**src/rtl/div_pkg.sv**
```systemverilog
// rtl/div_pkg.sv - shared constants for the multi-channel clock divider
//
// Purpose: default counter width and the per-channel mode encoding used by
//          div_channel and multi_clk_divider.
// Ports:   none (package).
package div_pkg;

  localparam int   DEFAULT_CNT_W = 24;

  localparam logic MODE_TOGGLE   = 1'b0;
  localparam logic MODE_PWM      = 1'b1;

endpackage

```
**src/rtl/div_channel.sv**
```systemverilog
// rtl/div_channel.sv - one divider channel: counter, shadow registers, out/tick
//
// Purpose: counts enabled cycles from 0 to the shadowed terminal count, then
//          wraps. Period, duty and mode are captured only at the wrap, so a
//          reprogram never cuts a running period short.
// Ports:
//   clk       system clock, rising edge
//   rst       asynchronous active-low reset
//   en_i      run enable; when low all state holds and tick_o is 0
//   mode_i    0 = toggle, 1 = PWM (captured at wrap)
//   period_i  terminal count P, period is P+1 cycles (captured at wrap)
//   duty_i    PWM high time D in cycles (captured at wrap)
//   out_o     registered divided / PWM output
//   tick_o    registered one-cycle strobe on the cycle after a wrap
module div_channel
  import div_pkg::*;
#(
  parameter int CNT_W = DEFAULT_CNT_W
) (
  input  logic             clk,
  input  logic             rst,
  input  logic             en_i,
  input  logic             mode_i,
  input  logic [CNT_W-1:0] period_i,
  input  logic [CNT_W-1:0] duty_i,
  output logic             out_o,
  output logic             tick_o
);

  logic [CNT_W-1:0] cnt_q,  cnt_d;
  logic [CNT_W-1:0] per_q,  per_d;
  logic [CNT_W-1:0] duty_q, duty_d;
  logic             mode_q, mode_d;
  logic             out_q,  out_d;
  logic             tick_q, tick_d;
  logic             wrap;

  always_comb begin
    wrap   = en_i && (cnt_q == per_q);
    cnt_d  = cnt_q;
    per_d  = per_q;
    duty_d = duty_q;
    mode_d = mode_q;
    out_d  = out_q;
    tick_d = 1'b0;

    if (en_i) begin
      if (wrap) begin
        cnt_d  = '0;
        per_d  = period_i;
        duty_d = duty_i;
        mode_d = mode_i;
        tick_d = 1'b1;
      end else begin
        cnt_d  = cnt_q + {{(CNT_W-1){1'b0}}, 1'b1};
      end

      // The output is judged against the post-edge counter and the freshly
      // loaded shadows, so a mode or duty change lands cleanly at the wrap
      // and D>P stays high straight through it.
      if (mode_d == MODE_PWM) begin
        out_d = (cnt_d < duty_d);
      end else if (wrap) begin
        out_d = ~out_q;
      end
    end
  end

  always_ff @(posedge clk or negedge rst) begin
    if (!rst) begin
      cnt_q  <= '0;
      per_q  <= '0;
      duty_q <= '0;
      mode_q <= MODE_TOGGLE;
      out_q  <= 1'b0;
      tick_q <= 1'b0;
    end else begin
      cnt_q  <= cnt_d;
      per_q  <= per_d;
      duty_q <= duty_d;
      mode_q <= mode_d;
      out_q  <= out_d;
      tick_q <= tick_d;
    end
  end

  assign out_o  = out_q;
  assign tick_o = tick_q;

endmodule

```
**src/rtl/multi_clk_divider.sv**
```systemverilog
// rtl/multi_clk_divider.sv - NUM_CH independent synchronous clock dividers
//
// Purpose: replicates div_channel NUM_CH times; this level only slices the
//          packed period/duty buses. Tick outputs serve as clock enables.
// Ports:
//   clk       system clock, rising edge
//   rst       asynchronous active-low reset
//   en        [NUM_CH]        per-channel run enable
//   mode_i    [NUM_CH]        per-channel mode (0 toggle, 1 PWM)
//   period_i  [NUM_CH*CNT_W]  channel c at [c*CNT_W +: CNT_W]
//   duty_i    [NUM_CH*CNT_W]  same slicing as period_i
//   out       [NUM_CH]        registered divided / PWM outputs
//   tick      [NUM_CH]        registered wrap strobes
module multi_clk_divider
  import div_pkg::*;
#(
  parameter int NUM_CH = 4,
  parameter int CNT_W  = DEFAULT_CNT_W
) (
  input  logic                    clk,
  input  logic                    rst,
  input  logic [NUM_CH-1:0]       en,
  input  logic [NUM_CH-1:0]       mode_i,
  input  logic [NUM_CH*CNT_W-1:0] period_i,
  input  logic [NUM_CH*CNT_W-1:0] duty_i,
  output logic [NUM_CH-1:0]       out,
  output logic [NUM_CH-1:0]       tick
);

  for (genvar c = 0; c < NUM_CH; c++) begin : g_ch
    div_channel #(
      .CNT_W (CNT_W)
    ) u_ch (
      .clk      (clk),
      .rst      (rst),
      .en_i     (en[c]),
      .mode_i   (mode_i[c]),
      .period_i (period_i[c*CNT_W +: CNT_W]),
      .duty_i   (duty_i[c*CNT_W +: CNT_W]),
      .out_o    (out[c]),
      .tick_o   (tick[c])
    );
  end

endmodule

```
**config.mk**
```make
export PLATFORM = sky130hd
export DESIGN_NAME = multi_clk_divider
export DESIGN_NICKNAME = d
export VERILOG_FILES = /design/src/rtl/div_pkg.sv /design/src/rtl/div_channel.sv /design/src/rtl/multi_clk_divider.sv
export SDC_FILE = /design/constraint.sdc
export NUM_CORES = 1
export LEC_CHECK = 0
export BUFFER_PORTS_ARGS = -buffer_cell sky130_fd_sc_hd__buf_2
export CAP_MARGIN = 15
export CORE_MARGIN = 5
export CORE_UTILIZATION = 59
export DETAILED_ROUTE_END_ITERATION = 16
export PLACE_DENSITY = 0.81
export SYNTH_ARGS = -nofsm -noshare
export SYNTH_HDL_FRONTEND = slang
export SYNTH_SLANG_ARGS = --single-unit
```
**constraint.sdc**
```tcl
create_clock -name clk -period 4.46 [get_ports clk]
set_clock_uncertainty 0.2 [all_clocks]
set_input_delay 1.338 -clock clk [delete_from_list [all_inputs] [get_ports clk]]
set_output_delay 1.338 -clock clk [all_outputs]
set_load 0.02 [all_outputs]
```
# Word-level counts from Yosys, hierarchy flattened
# Index checks and enable logic that the tools add are counted.
[word_totals] regBits=300 latch_bits=0 mem_bits_rw=0 rom_bits=0 inputBits=202 out_inout_bits=8 n_memories=0
[classes] add_sub_neg=4 n_mul=0 n_div=0 magnitude_cmp=4 eq_ne=4 shift=0 n_mux=40 bitwise=4 n_reduce_logical=16
[op_table] cell="$mux 24" n=16
[op_table] cell="$add 24x1->24 const B" n=4
[op_table] cell="$eq 24x24->1" n=4
[op_table] cell="$lt 24x24->1" n=4
[op_table] cell="$mux 1" n=24
[op_table] cell="$reduce_and 2->1" n=8
[op_table] cell="$reduce_bool 2->1" n=4
[op_table] cell="$logic_and 1x1->1" n=4
[op_table] cell="$not 1->1" n=4

# Logic depth before layout (Yosys ltp)
[depth] depth_word=6 mapped_depth=19

# By module
# A second synthesis with hierarchy kept.
[hier_totals] cells_unflattened=2018 hier_area_um2=17391.7
[by_module_without_submodules] mod="div_channel (g_ch[0].u_ch ...)" n_inst=2 cells_each=505 area_each_um2=4367.9 seq_area_each_um2=1876.8
[by_module_without_submodules] mod="div_channel (g_ch[2].u_ch ...)" n_inst=2 cells_each=504 area_each_um2=4327.9 seq_area_each_um2=1876.8

# Worst setup path after synthesis
# Ideal clock, no wire load.
[synth_timing] path_type="in2reg" start="in en[2]" end="reg g_ch[2].u_ch.out_q" setup_ns=0.087 arrival_ns=4.443 required_time_ns=4.173 setup_slack_ns=-0.270 cell_stages=17 path_buffers=3 path_cell_list="clkbuf_1 nand2_1 nor4_2 and3_1 buf_2 clkbuf_1 nand2_1 nand2_1 inv_1 ha_1 a2111oi_0 o21ai_0 o2111ai_1 a21oi_1 or4_1 a22o_1 a211oi_2"
[synth_between] elab_chain_cells=5 elab_cells_between_ends=11 cone_classes="order compare (1); mux (7); reduce/logical (3)"
[synth_lines] element="start, declared" line="multi_clk_divider.sv:22" source="input logic [NUM_CH-1:0] en,"
[synth_lines] element="$logic_and 1x1->1" line="div_channel.sv:39" source="wrap = en_i && (cnt_q == per_q);"
[synth_lines] element="$mux 24 or $mux 1 (tied branches)" line="div_channel.sv:48" source="if (wrap) begin"
[synth_lines] element="$mux 24 or $mux 1 (tied branches)" line="div_channel.sv:47" source="if (en_i) begin"
[synth_lines] element="$lt 24x24->1 or $reduce_bool 2->1 (tied branches)"
[synth_lines] element="$mux 1 or $reduce_and 2->1 (tied branches)"
[synth_lines] element="end signal, assigned" line="div_channel.sv:82" source="out_q <= out_d;"
[synth_lines] element="end, declared" line="div_channel.sv:34" source="logic out_q, out_d;"
# Several ways; a longest one is shown, not always the timed one. The select of a mux whose other input is x is not followed.
# A chain may end at the register's enable or synchronous reset.

# Worst setup path in the final report
[layout_timing] start="reg g_ch[0].u_ch.cnt_q[15]" end="reg g_ch[0].u_ch.out_q"
[layout_between] elab_chain_cells=6 elab_cells_between_ends=13 cone_classes="add/sub (1); order compare (1); eq/ne (1); mux (7); reduce/logical (3)"
[layout_lines] element="start, declared" line="div_channel.sv:30" source="logic [CNT_W-1:0] cnt_q, cnt_d;"
[layout_lines] element="start signal, assigned" line="div_channel.sv:78" source="cnt_q <= cnt_d;"
[layout_lines] element="parallel branches: the longest is 6 deep, another holds $add 24x1->24"
[layout_lines] element="end signal, assigned" line="div_channel.sv:82"
[layout_lines] element="end, declared" line="div_channel.sv:34"
# Parallel ways; which one is timed is not known. The select of a mux whose other input is x is not followed.

==> out/metrics.csv <==
stage;metric;value;unit
worst_setup_path;cp-end-kind;flip-flop;
worst_setup_path;cp.arrival;4480;ps
yosys;synth-edff-count;0;
clock_tree;cts.sinks;300;
cells_and_area;num-nets-final;2504;
floorplan;die_width;181;um
global_route;grt_max_degree;109;
drt;routedWlPerCell;15.8;um
cells_and_area;final_util;70.0;%
timing;drv_slew;0;
power_and_ir_drop;clkPwrFrac;31.8;%
cells_and_area;diodes;0;
yosys;synthFlopType;dfrtp_1;
worst_setup_path;critPathLaunchType;flip-flop;
drt;routed_wl;41.4;mm
power_and_ir_drop;peakVddDrop;360;uV
drt;viasPerCell;5.44;
drt;drc;0;
worst_setup_path;worstPathMaxFanout;30;
yosys;synth_cell_types;64;
yosys;synth_seq_cells;300;
clock_tree;clkLatencyLatePin;510;ps
drt;drt_iter0_markers;889;
floorplan;io_pins;210;
clock_tree;path_clk_slew;60;ps
drt;via_count;14206;
power_and_ir_drop;p_sw;3.24;mW
placement;io_buffers;209;
floorplan;core;28800;um^2
placement;hpwl;30.9;mm
global_route;grt_overflow;0;
floorplan;die_h;181;um
clock_tree;cts_made_buffers;34;
worst_setup_path;required;4700;ps
power_and_ir_drop;sw_frac_of_total;33.8;%
drt;dr.pass1.iters;5;
global_route;antenna_found_initial;1;
worst_setup_path;reg2reg_slack;220;ps
floorplan;dieArea;32800;um^2
timing;worst_slew_pin_slew;853;ps
global_route;grt_pass1_vias;14328;
timing;finalSetupViolCount;0;
power_and_ir_drop;internal_power;6.35;mW
cells_and_area;mostFrequentLayoutCells;nand2_1 (659), dfrtp_1 (300), buf_2 (208), nor2_1 (121), inv_1 (106);
power_and_ir_drop;finalPower;9.58;mW
global_route;grtUsageTotal;24.7;%
timing;fin_crit;4240;ps
clock_tree;cts-htree-levels;2;
power_and_ir_drop;leakage;9.96;nW
yosys;syn-cell-area;17300;um^2
yosys;syn_inst;1993;
timing;rsz0062_at_grt;false;
timing;fmax;236;MHz
cells_and_area;layout-drive-gt1-share;18.9;%
clock_tree;cts_root_buf;clkbuf_16;
cells_and_area;final_common_cell;nand2_1;
timing;slew_headroom;42.7;%
clock_tree;post_cts_buffers;0;
worst_setup_path;criticalPathCategory;flip-flop to flip-flop;
clock_tree;holdBufCountCts;0;
cells_and_area;syn_to_final_growth;16.8;%
floorplan;num_rows;62;
clock_tree;cts_buffer_depth;3;
outcome;status;finished, final reports clean;
power_and_ir_drop;p_comb_share;29.3;%
global_route;grt_pass1_wl;68.7;mm
yosys;syn-num-nets;2291;
timing;hold_viol_final;0;
power_and_ir_drop;power_frac_seq;38.9;%
clock_tree;ctsResizeCount;0;
floorplan;start_util;60.0;%
clock_tree;cts_tree;built;
flow_run;cap_violations;0;
yosys;synth-seq-area-share;43.5;%
yosys;avgSynthCellArea;8.66;um^2
timing;post-route-period-util;95.0;%
min_path;hold_path.class;flip-flop to flip-flop;
placement;place.gp.congestion;0.910;
power_and_ir_drop;powerDensity;475;nW/um^2
yosys;synthArstFlopShare;100;%
drt;drtAntennaViolNets;0;
yosys;synth_warnings;0;
cells by family after synthesis:
| kind of cell | Yosys count | synth area share (%) |
|---|---|---|
| xor+xnor | 181 | 9.19 |
| flops | 300 | 43.5 |
| simple gates | 995 | 25.0 |
| compound gates | 137 | 5.23 |
| mux | 82 | 5.29 |
| buf+inv | 202 | 4.84 |
| fa+ha+maj | 96 | 6.96 |
per-layer routing:
layer  up-vias  share of wire, %  GRT usage [%]
li1       6997                 -              -
met1      6733                44           33.3
met2       377                48           41.5
met3        97               5.0           3.70
met4         2               3.0           8.02
met5         -             0.017              0
cell usage after synthesis (4+ instances only):
master	instances	share of area, %
buf_2	17	0.49
nand4_1	48	1.7
nor2_1	121	2.6
o211ai_1	7	0.30
a21o_1	10	0.43
a21oi_1	32	0.93
buf_4	13	0.57
nor2b_1	8	0.29
ha_1	96	7.0
a211oi_1	6	0.26
clkbuf_1	56	1.2
nand3_1	43	1.2
mux2_2	73	4.8
o21ai_0	34	0.99
o21a_1	4	0.17
inv_2	7	0.15
nor4_2	4	0.29
inv_1	106	2.3
xnor2_1	93	4.7
nand2_1	659	14
nor3_1	12	0.35
and4_1	14	0.71
xor2_1	88	4.5
a2111oi_0	4	0.20
dfrtp_1	300	44
and3_1	25	0.91
or3_1	7	0.25
nor4_1	23	0.83
o31ai_1	10	0.43
and2_1	13	0.47
mux2i_1	9	0.52
per-stage QoR:
stage | setup WS [ps] | cells | hold WS, ps | area (um^2) | setup TNS [ps]
2_1_floorplan | 10.7 | 1993 | 234 | 17300 | 0
3_3_place_gp | 64.6 | 2554 | 247 | 18900 | 0
3_5_place_dp | -124 | 2554 | 252 | 18900 | -256
4_1_cts | 293 | 2612 | 265 | 20100 | 0
5_1_grt | 16.8 | 2612 | 277 | 20200 | 0
6_report | 222 | 2612 | 261 | 20200 | 0
layout make-up:
type	count	area, um^2
Clock buffer	45	996
Fill cell	2241	8620
Timing Repair Buffer	266	1570
Clock inverter	13	224
Multi-Input combinational cell	1491	8950
Inverter	113	424
Tap cell	384	480
Sequential cell	300	7510
critical path, cell delays in order, from the launching register on:
cell	delay, ps
dfrtp_1	450
xor2_1	190
or4_4	560
nor4b_4	310
and3_2	280
buf_12	180
buf_4	160
nor2_1	60
ha_1	320
a2111oi_1	430
o21ai_0	140
o21ai_0	110
o21ai_0	130
a311oi_1	370
nand4_1	160
nand3_1	110
flip-flops by register name, indices dropped and copies added (netlist names):
name and count:
g_ch.u_ch.tick_o 4, g_ch.u_ch.duty_q 96, g_ch.u_ch.mode_q 4, g_ch.u_ch.out_o 4, g_ch.u_ch.per_q 96, g_ch.u_ch.cnt_q 96
path summary, 6_finish.rpt:
path | startpoint | to | cells after the start
hold reg to reg | g_ch[3].u_ch.duty_q[8] | g_ch[3].u_ch.duty_q[8] | 2
min in group asynchronous | rst | g_ch[2].u_ch.per_q[8] | 1
setup reg to reg | g_ch[0].u_ch.cnt_q[15] | g_ch[0].u_ch.out_o | 15
setup / recovery | g_ch[0].u_ch.cnt_q[15] | g_ch[0].u_ch.out_o | 15
max in group asynchronous | rst | g_ch[3].u_ch.cnt_q[3] | 2
hold / removal | g_ch[3].u_ch.duty_q[8] | g_ch[3].u_ch.duty_q[8] | 2
power by group through the flow:
stage	combinational (mW)	sequential, mW	clock (mW)
after floorplan	2.15	3.50	0
after global placement	2.64	3.72	0
after detailed placement	2.76	3.75	0
after CTS	2.80	3.71	3.09
after global routing	3.17	3.80	3.20
final	2.81	3.73	3.05
(Power assumes the default switching activity.)
